File: src/rtl/traffic_phase_fsm.sv
// traffic_phase_fsm: pedestrian-crossing phase sequencer stepped by a synchronized 1 Hz tick.
// Build macro PED_PRIORITY_EN: a latched request may cut car green short once T_MIN_GREEN seconds have elapsed.
module traffic_phase_fsm #(
  parameter int unsigned T_GREEN     = 20,
  parameter int unsigned T_MIN_GREEN = 5,
  parameter int unsigned T_YELLOW    = 3,
  parameter int unsigned T_ALL_RED   = 1,
  parameter int unsigned T_WALK      = 10,
  parameter int unsigned T_CLEAR     = 4
) (
  input  logic       clk_100MHz,
  input  logic       reset,
  input  logic       clk_1Hz,
  input  logic       ped_btn,
  output logic       car_red,
  output logic       car_yellow,
  output logic       car_green,
  output logic       ped_walk,
  output logic       ped_dont_walk,
  output logic       ped_wait,
  output logic [7:0] sec_left
);

  typedef enum logic [2:0] {
    CAR_GREEN,
    CAR_YELLOW,
    ALL_RED1,
    PED_WALK,
    PED_CLEAR,
    ALL_RED2
  } phase_t;

  localparam logic [7:0] GREEN_SECS     = 8'(T_GREEN);
  localparam logic [7:0] YELLOW_SECS    = 8'(T_YELLOW);
  localparam logic [7:0] ALL_RED_SECS   = 8'(T_ALL_RED);
  localparam logic [7:0] WALK_SECS      = 8'(T_WALK);
  localparam logic [7:0] CLEAR_SECS     = 8'(T_CLEAR);
  localparam logic [8:0] MIN_GREEN_SECS = 9'(T_MIN_GREEN);

`ifdef PED_PRIORITY_EN
  localparam bit PRIORITY_EN = 1'b1;
`else
  localparam bit PRIORITY_EN = 1'b0;
`endif

  // Bit 0 is the 1 Hz divider output, bit 1 the push-button; both are asynchronous.
  logic [1:0] async_in;
  logic [1:0] async_rise;

  assign async_in = {ped_btn, clk_1Hz};

  genvar gi;
  generate
    for (gi = 0; gi < 2; gi++) begin : g_sync
      logic meta_reg;
      logic sync_reg;
      logic prev_reg;

      always_ff @(posedge clk_100MHz or posedge reset) begin
        if (reset) begin
          meta_reg <= 1'b0;
          sync_reg <= 1'b0;
          prev_reg <= 1'b0;
        end else begin
          meta_reg <= async_in[gi];
          sync_reg <= meta_reg;
          prev_reg <= sync_reg;
        end
      end

      assign async_rise[gi] = sync_reg & ~prev_reg;
    end
  endgenerate

  logic tick;
  logic btn_rise;

  assign tick     = async_rise[0];
  assign btn_rise = async_rise[1];

  phase_t     state_reg, state_next;
  logic [7:0] sec_left_reg, sec_left_next;
  logic       req_reg, req_next;
  logic [8:0] green_elapsed;
  logic       min_green_met;

  function automatic logic [7:0] phase_secs(input phase_t p);
    case (p)
      CAR_GREEN:  phase_secs = GREEN_SECS;
      CAR_YELLOW: phase_secs = YELLOW_SECS;
      ALL_RED1:   phase_secs = ALL_RED_SECS;
      PED_WALK:   phase_secs = WALK_SECS;
      PED_CLEAR:  phase_secs = CLEAR_SECS;
      default:    phase_secs = ALL_RED_SECS;
    endcase
  endfunction

  function automatic phase_t phase_after(input phase_t p);
    case (p)
      CAR_GREEN:  phase_after = CAR_YELLOW;
      CAR_YELLOW: phase_after = ALL_RED1;
      ALL_RED1:   phase_after = PED_WALK;
      PED_WALK:   phase_after = PED_CLEAR;
      PED_CLEAR:  phase_after = ALL_RED2;
      default:    phase_after = CAR_GREEN;
    endcase
  endfunction

  // Seconds of green already shown, counting the second that ends on this tick.
  assign green_elapsed = {1'b0, GREEN_SECS} - {1'b0, sec_left_reg} + 9'd1;
  assign min_green_met = (green_elapsed >= MIN_GREEN_SECS);

  always_comb begin
    state_next    = state_reg;
    sec_left_next = sec_left_reg;
    req_next      = req_reg;

    if (tick) begin
      case (state_reg)
        CAR_GREEN: begin
          if (req_reg && ((sec_left_reg == 8'd1) || (PRIORITY_EN && min_green_met))) begin
            state_next = CAR_YELLOW;
          end else if (sec_left_reg == 8'd1) begin
            sec_left_next = GREEN_SECS;
          end else begin
            sec_left_next = sec_left_reg - 8'd1;
          end
        end
        default: begin
          if (sec_left_reg == 8'd1) begin
            state_next = phase_after(state_reg);
          end else begin
            sec_left_next = sec_left_reg - 8'd1;
          end
        end
      endcase
    end

    if (state_next != state_reg) begin
      sec_left_next = phase_secs(state_next);
    end

    // Entering the walk phase services the request and wins over a simultaneous press.
    if ((state_next == PED_WALK) && (state_reg != PED_WALK)) begin
      req_next = 1'b0;
    end else if (btn_rise && (state_reg != PED_WALK)) begin
      req_next = 1'b1;
    end
  end

  always_ff @(posedge clk_100MHz or posedge reset) begin
    if (reset) begin
      state_reg     <= CAR_GREEN;
      sec_left_reg  <= GREEN_SECS;
      req_reg       <= 1'b0;
      car_red       <= 1'b0;
      car_yellow    <= 1'b0;
      car_green     <= 1'b1;
      ped_walk      <= 1'b0;
      ped_dont_walk <= 1'b1;
    end else begin
      state_reg     <= state_next;
      sec_left_reg  <= sec_left_next;
      req_reg       <= req_next;
      car_green     <= (state_next == CAR_GREEN);
      car_yellow    <= (state_next == CAR_YELLOW);
      car_red       <= (state_next != CAR_GREEN) && (state_next != CAR_YELLOW);
      ped_walk      <= (state_next == PED_WALK);
      ped_dont_walk <= (state_next != PED_WALK);
    end
  end

  assign ped_wait = req_reg;
  assign sec_left = sec_left_reg;

endmodule

File: config.mk
export PLATFORM = sky130hd
export DESIGN_NAME = traffic_phase_fsm
export DESIGN_NICKNAME = d
export VERILOG_FILES = /design/src/rtl/traffic_phase_fsm.sv
export SDC_FILE = /design/constraint.sdc
export NUM_CORES = 1
export LEC_CHECK = 0
export ABC_AREA = 1
export CORE_MARGIN = 5
export CORE_UTILIZATION = 45
export CTS_CLUSTER_SIZE = 40
export DETAILED_ROUTE_END_ITERATION = 10
export GPL_TIMING_DRIVEN = 0
export PLACE_DENSITY = 0.8
export REMOVE_ABC_BUFFERS = 1
export SLEW_MARGIN = 20
export SYNTH_ARGS = -nofsm -noshare
export SYNTH_HDL_FRONTEND = slang
export SYNTH_SLANG_ARGS = --single-unit
export TNS_END_PERCENT = 5
File: constraint.sdc
create_clock -name clk_100MHz -period 1.6 [get_ports clk_100MHz]
set_clock_uncertainty 0.1 [all_clocks]
set_input_delay 0.16 -clock clk_100MHz [delete_from_list [all_inputs] [get_ports clk_100MHz]]
set_output_delay 0.16 -clock clk_100MHz [all_outputs]
set_load 0.05 [all_outputs]
==> impl_metrics.tcl, run 1 <==
set metrics [dict create \
    violations "negative setup slack" \
    viasPerCell 5.15 \
    hold_buffers 0 \
    synth.distinct_cells 28 \
    drtPass1Iterations 5 \
    critPathLaunchType "register" \
    drt_wl_total_um 2500 \
    grt.busiest_layer "met2" \
    rsz0062_at_grt "true" \
    clk_path_buf_depth 2 \
    yosysWarnings 0 \
    drt_iter0_drc 15 \
    clock-sinks 23 \
    cts_tree "yes" \
    path_buf_inv 1 \
    p_int_mw 1.48 \
    antenna_found_initial 0 \
    grt_usage_pct 13.1 \
    synthesis.instances 133 \
    seq_area_um2 583 \
    synth-seq-cells 23 \
    grt_util_met2_pct 21.4 \
    place.gp.congestion 0.912 \
    irDropWorstVdd_mv 1.40 \
    grt_pass1_wl_um 4170 \
    max_stage_delay_ps 430 \
    async_reset_ff_share_pct 100 \
    drc 0 \
    port_buffers 17 \
    cpMaxStageDelayCell "dfrtp_1" \
    grt_max_degree 24 \
    die-area_um2 3950 \
    die_y_um 62.9 \
    n_fill_cell 225 \
    maxCapViolations 0 \
    avgSynthCellArea_um2 9.45 \
    pwr-share-clk_pct 8.4 \
    use_met3_pct 2.16 \
    outcome "finished with violations" \
    tightestPinTransition_ps 821 \
    power_frac_comb_pct 59.1 \
    hold_viol 0 \
    ant_nets 0 \
    power_density_nw_per_um2 2030 \
    grt_util_met1_pct 16.5 \
    largest_register_ffs 8 \
    relSlewSlack_pct 45.2 \
    finalCriticalPeriod_ps 1680 \
    switchingPower_mw 1.71 \
    first_global_vias 916 \
    clkTransAtPathRegs_ps 120 \
    p_seq_share_pct 32.5 \
    switching_share_pct 53.7 \
    ys.flop_type "dfrtp_1" \
    n_antenna_cell 0 \
    hpwl_um 1760 \
    pin_count 18 \
    path_class "register to register" \
    cts_max_level 1 \
    p_leak_nw 0.745 \
    synthesis.area_um2 1260 \
    clock_latency_ps 310 \
    hold_class "input pin to register" \
    synth_edf_count 0 \
    initial_core_util_pct 46.4 \
    rows 19 \
    period_share_pct 105 \
    crit_required_ps 1720 \
    hold_ws_ps 170 \
    wl_per_cell_um 13.0 \
    finalSetupViolations 6 \
    setup_slack_ps -79.4 \
    nets 168 \
    overflow 0 \
    fp.coreArea_um2 2710 \
    maxSlewViolCount 0 \
    final_core_util_pct 58.0 \
    critPathMaxFanout 5 \
    crit_family "simple AND/OR/NAND/NOR gates" \
    path_cells "inv_2, ha_4, nand2_4, nor2_8, nand3_2, nand3_4, nand3_4, nand2_4, nand2_2, nand2_2, nor2_2" \
    ys_seq_area_share_pct 46.2 \
    drive_above_1_share_pct 38.5 \
    syn2layout_area_growth_pct 25.0 \
    fmax_mhz 595 \
    die_w_um 62.9 \
    multi_input_area_um2 653 \
    cts_made_buffers 3 \
    num_vias 989 \
    critPathArrivalTime_ps 1790 \
    cp-end-kind "register" \
    cts_root_buf "clkbuf_4" \
]
==> Yosys cell counts, types with 4 or more instances <==
cell / n / area (um2)
nand2_1: 26 / 97.6
dfrtp_1: 19 / 475
nand3_1: 14 / 70.1
inv_1: 9 / 33.8
nand2_2: 9 / 56.3
inv_2: 6 / 22.5
nand2_4: 6 / 67.6
o21ai_0: 5 / 25.0
dfstp_2: 4 / 105
nor2_1: 4 / 15.0
xor2_1: 4 / 35.0
==> cell usage in the layout, fill, tap and decap left out, drive strengths merged <==
| cell type | n |
|---|---|
| nand2 | 41 |
| dfrtp | 19 |
| nand3 | 18 |
| inv | 15 |
| nor2 | 11 |
| buf | 9 |
| dlygate4sd2 | 7 |
| o21ai | 6 |
| clkbuf | 5 |
| xor2 | 4 |
| dfstp | 4 |
| nand4 | 4 |
| clkdlybuf4s15 | 4 |
| nor3 | 3 |
| clkdlybuf4s50 | 3 |
| ha | 2 |
| a31oi | 1 |
| a21oi | 1 |
| o2111ai | 1 |
| a31o | 1 |
| or2 | 1 |
| xnor2 | 1 |
==> layout make-up <==
cell class / instances / area share [%]
Timing Repair Buffer: 24 / 13.6
Tap cell: 31 / 2.47
Sequential cell: 23 / 37.1
Multi-Input combinational cell: 95 / 41.6
Clock buffer: 4 / 1.67
Inverter: 15 / 3.58
==> metal layers <==
metal / part of all wire [%] / vias up / routed length [um]
met5: 0 / - / 0
met4: 2.6 / 0 / 64
met3: 3.4 / 7 / 86
met2: 50 / 25 / 1240
met1: 44 / 465 / 1100
li1: - / 492 / -
==> logic make-up after synthesis <==
| logic type | Yosys count | synth area share, % |
|---|---|---|
| and+or+nand+nor | 77 | 38.3 |
| DFF | 23 | 46.2 |
| buffers and inverters | 16 | 5.37 |
| AOI/OAI and AO/OA | 10 | 4.68 |
| xor gates and xnor gates | 5 | 3.48 |
| adders and majority gates | 2 | 1.99 |
==> power by group through the flow <==
stage          combinational (mW)  sequential [mW]  clock (mW)
2_1_floorplan               0.899             1.54           0
3_3_place_gp                 1.84             1.02           0
3_5_place_dp                 1.88             1.03           0
4_1_cts                      1.81             1.03       0.274
5_1_grt                      2.04             1.07       0.304
6_report                     1.88             1.04       0.267
==> what timing repair did <==
item / 4_1_cts / 5_1_grt
resized for setup: 32 / 10
setup endpoints to repair: 31 / 18
pin swaps: 2 / 4
buffers inserted: 0 / 7
gates cloned: 0 / 1
endpoints found under the hold margin: 0 / 0
==> through the flow <==
| stage | instances | total power [mW] | cell area [um2] | setup slack, ps | TNS [ps] |
|---|---|---|---|---|---|
| after global routing | 192 | 3.42 | 1570 | -233 | -1600 |
| after CTS | 184 | 3.11 | 1490 | -94.8 | -404 |
| after global placement | 180 | 2.86 | 1460 | -497 | -5260 |
| after detailed placement | 180 | 2.92 | 1460 | -544 | -6010 |
| after floorplan | 132 | 2.44 | 1250 | -379 | -3750 |
| final | 192 | 3.19 | 1570 | -79.4 | -317 |
==> path summary, 6_finish.rpt <==
path	end	slack [ps]	depth (start not counted)	startpoint
setup reg to reg	sec_left[3]	-80	11	sec_left[1]
min in group asynchronous	ped_walk	190	2	reset
setup / recovery	sec_left[3]	-80	11	sec_left[1]
max in group asynchronous	sec_left[6]	650	2	reset
hold reg to reg	g_sync[0].sync_reg	270	0	g_sync[0].meta_reg
hold / removal	g_sync[0].meta_reg	170	1	clk_1Hz
Note: power is estimated with default switching activity, not from simulation.
==> run 2, diff against run 1 <==
clock period = 1.4 ns   (was 1.6 ns; I/O delays follow)
==> run 2 against run 1 <==
  * The run still ends with negative setup slack left
  * First-iteration DRC count is 130% higher
  * Setup slack worse by 200 ps
  * Non-clock buffer count is 13 higher
  * Maximum frequency hardly changed
  * Clock power is 19% higher
  * Sequential cell count stayed put
  * Critical path depth is 4 lower
  * Sequential share of layout area is 2.4 points lower
  * Largest power group unchanged
  * Global-route usage is 2.1 points higher
==> impl_metrics.tcl, run 2 (same netlist as run 1, synthesis figures left out) <==
set metrics [dict create \
    outcome "finished with violations" \
    violations "negative setup slack" \
    fmax_mhz 596 \
    overflow 0 \
    viasPerCell 5.16 \
    drt_wl_total_um 2990 \
    cts_root_buf "clkbuf_4" \
    grt_pass1_wl_um 4820 \
    regToRegSetupSlack_ps -280 \
    fp.coreArea_um2 2710 \
    rsz0062_at_grt "true" \
    path_cells "nor2_4, nand2_4, nor2_4, o21ai_0, nand3_1, or2_2, nand3_1" \
    n_antenna_cell 0 \
    drtPass1Iterations 4 \
    pwr-share-clk_pct 7.7 \
    syn2layout_area_growth_pct 34.2 \
    path_class "register to register" \
    clock-sinks 23 \
    clk_path_buf_depth 2 \
    wl_per_cell_um 14.6 \
    nets 181 \
    hold_start "clk_1Hz" \
    hpwl_um 1760 \
    place.gp.congestion 0.912 \
    hold_depth 1 \
    critPathMaxFanout 4 \
    irDropWorstVdd_mv 1.65 \
    critPathArrivalTime_ps 1850 \
    setup_slack_ps -278 \
    largest_register_ffs 8 \
    relSlewSlack_pct 42.5 \
    maxSlewViolCount 0 \
    first_global_vias 1040 \
    p_seq_share_pct 27.9 \
    die-area_um2 3950 \
    pre_cts_slack_ps -744 \
    max_stage_delay_ps 610 \
    finalSetupViolations 20 \
    switchingPower_mw 2.13 \
    worstHoldEndpoint "g_sync[0].meta_reg" \
    mostFrequentLayoutCells "nand2_1, buf_4, dfrtp_1" \
    drt_iter0_drc 34 \
    port_buffers 17 \
    timing.rr.start "sec_left[2]" \
    critPathLaunchType "register" \
    cpMaxStageDelayCell "dfstp_2" \
    grt_max_degree 24 \
    power_frac_comb_pct 64.4 \
    cts_made_buffers 3 \
    antenna_found_initial 0 \
    period_share_pct 120 \
    cts_max_level 1 \
    ant_nets 0 \
    power_density_nw_per_um2 2440 \
    hold_viol 0 \
    tightestPinTransition_ps 862 \
    pin_count 18 \
    drc 0 \
    n_fill_cell 201 \
    grt_usage_pct 15.2 \
    rows 19 \
    clkTransAtPathRegs_ps 130 \
    p_int_mw 1.99 \
    initial_core_util_pct 46.4 \
    clock_latency_ps 320 \
    maxCapViolations 0 \
    worstReg2RegEnd "sec_left[1]" \
    hold_class "input pin to register" \
    switching_share_pct 51.7 \
    cts_tree "yes" \
    cp-end-kind "register" \
    reg2reg_depth 7 \
    crit_required_ps 1570 \
    final_common_cell "nand2_1" \
    num_vias 1057 \
    p_leak_nw 0.806 \
    die_w_um 62.9 \
    finalCriticalPeriod_ps 1680 \
    die_y_um 62.9 \
    final_core_util_pct 62.3 \
    drive_above_1_share_pct 50.6 \
]
## run 2: through the flow
step                total power, mW  std cells  setup TNS, ps  hold WS (ps)  instance area (um2)
finish                         4.12        205          -3190           135                 1690
global route                   4.36        205          -4670           130                 1690
CTS                            3.85        198          -2480           144                 1620
global placement               3.27        180          -9780           233                 1460
detailed placement             3.33        180         -10540           242                 1460
floorplan                      2.78        132          -7150          39.0                 1250
## run 2: what timing repair did
action,4_1_cts,5_1_grt
pin swaps,9,2
gates resized for setup,63,11
gates cloned,1,0
endpoints found under the setup margin,31,26
hold buffers,0,0
buffers inserted,13,7
## run 2: worst max-delay path by stage
stage	end	start	slack, ps	cells past startpoint
after floorplan	sec_left[3]	sec_left[0]	-580	10
after global placement	sec_left[0]	g_sync[0].sync_reg	-700	7
after detailed placement	sec_left[3]	g_sync[0].prev_reg	-740	7
after CTS	sec_left[3]	sec_left[5]	-250	11
after global routing	sec_left[3]	sec_left[3]	-390	11
final	sec_left[1]	sec_left[2]	-280	7
## run 2: critical path: cells and delay by family (launching register included)
family,cells,cell delay [ps]
DFF,1,610
and+or+nand+nor,6,820
AOI/OAI and AO/OA,1,80
## run 2: area by class of cell
cell class | count | area (um2) | area share (%)
Clock buffer | 4 | 26.3 | 1.56
Tap cell | 31 | 38.8 | 2.30
Multi-Input combinational cell | 95 | 667 | 39.5
Timing Repair Buffer | 37 | 314 | 18.6
Inverter | 15 | 56.3 | 3.34
Sequential cell | 23 | 586 | 34.7
## run 2: power by group through the flow
stage	logic [mW]	clock network, mW	registers [mW]
3_3_place_gp	2.10	0	1.17
2_1_floorplan	1.03	0	1.76
4_1_cts	2.40	0.313	1.14
3_5_place_dp	2.15	0	1.18
6_report	2.65	0.318	1.15
5_1_grt	2.84	0.352	1.17
## run 2: per-layer routing
layer,global-route usage (%),routed length [um]
met1,19.1,1300
met2,24.5,1440
met3,2.34,145
met4,8.49,104
met5,0,0
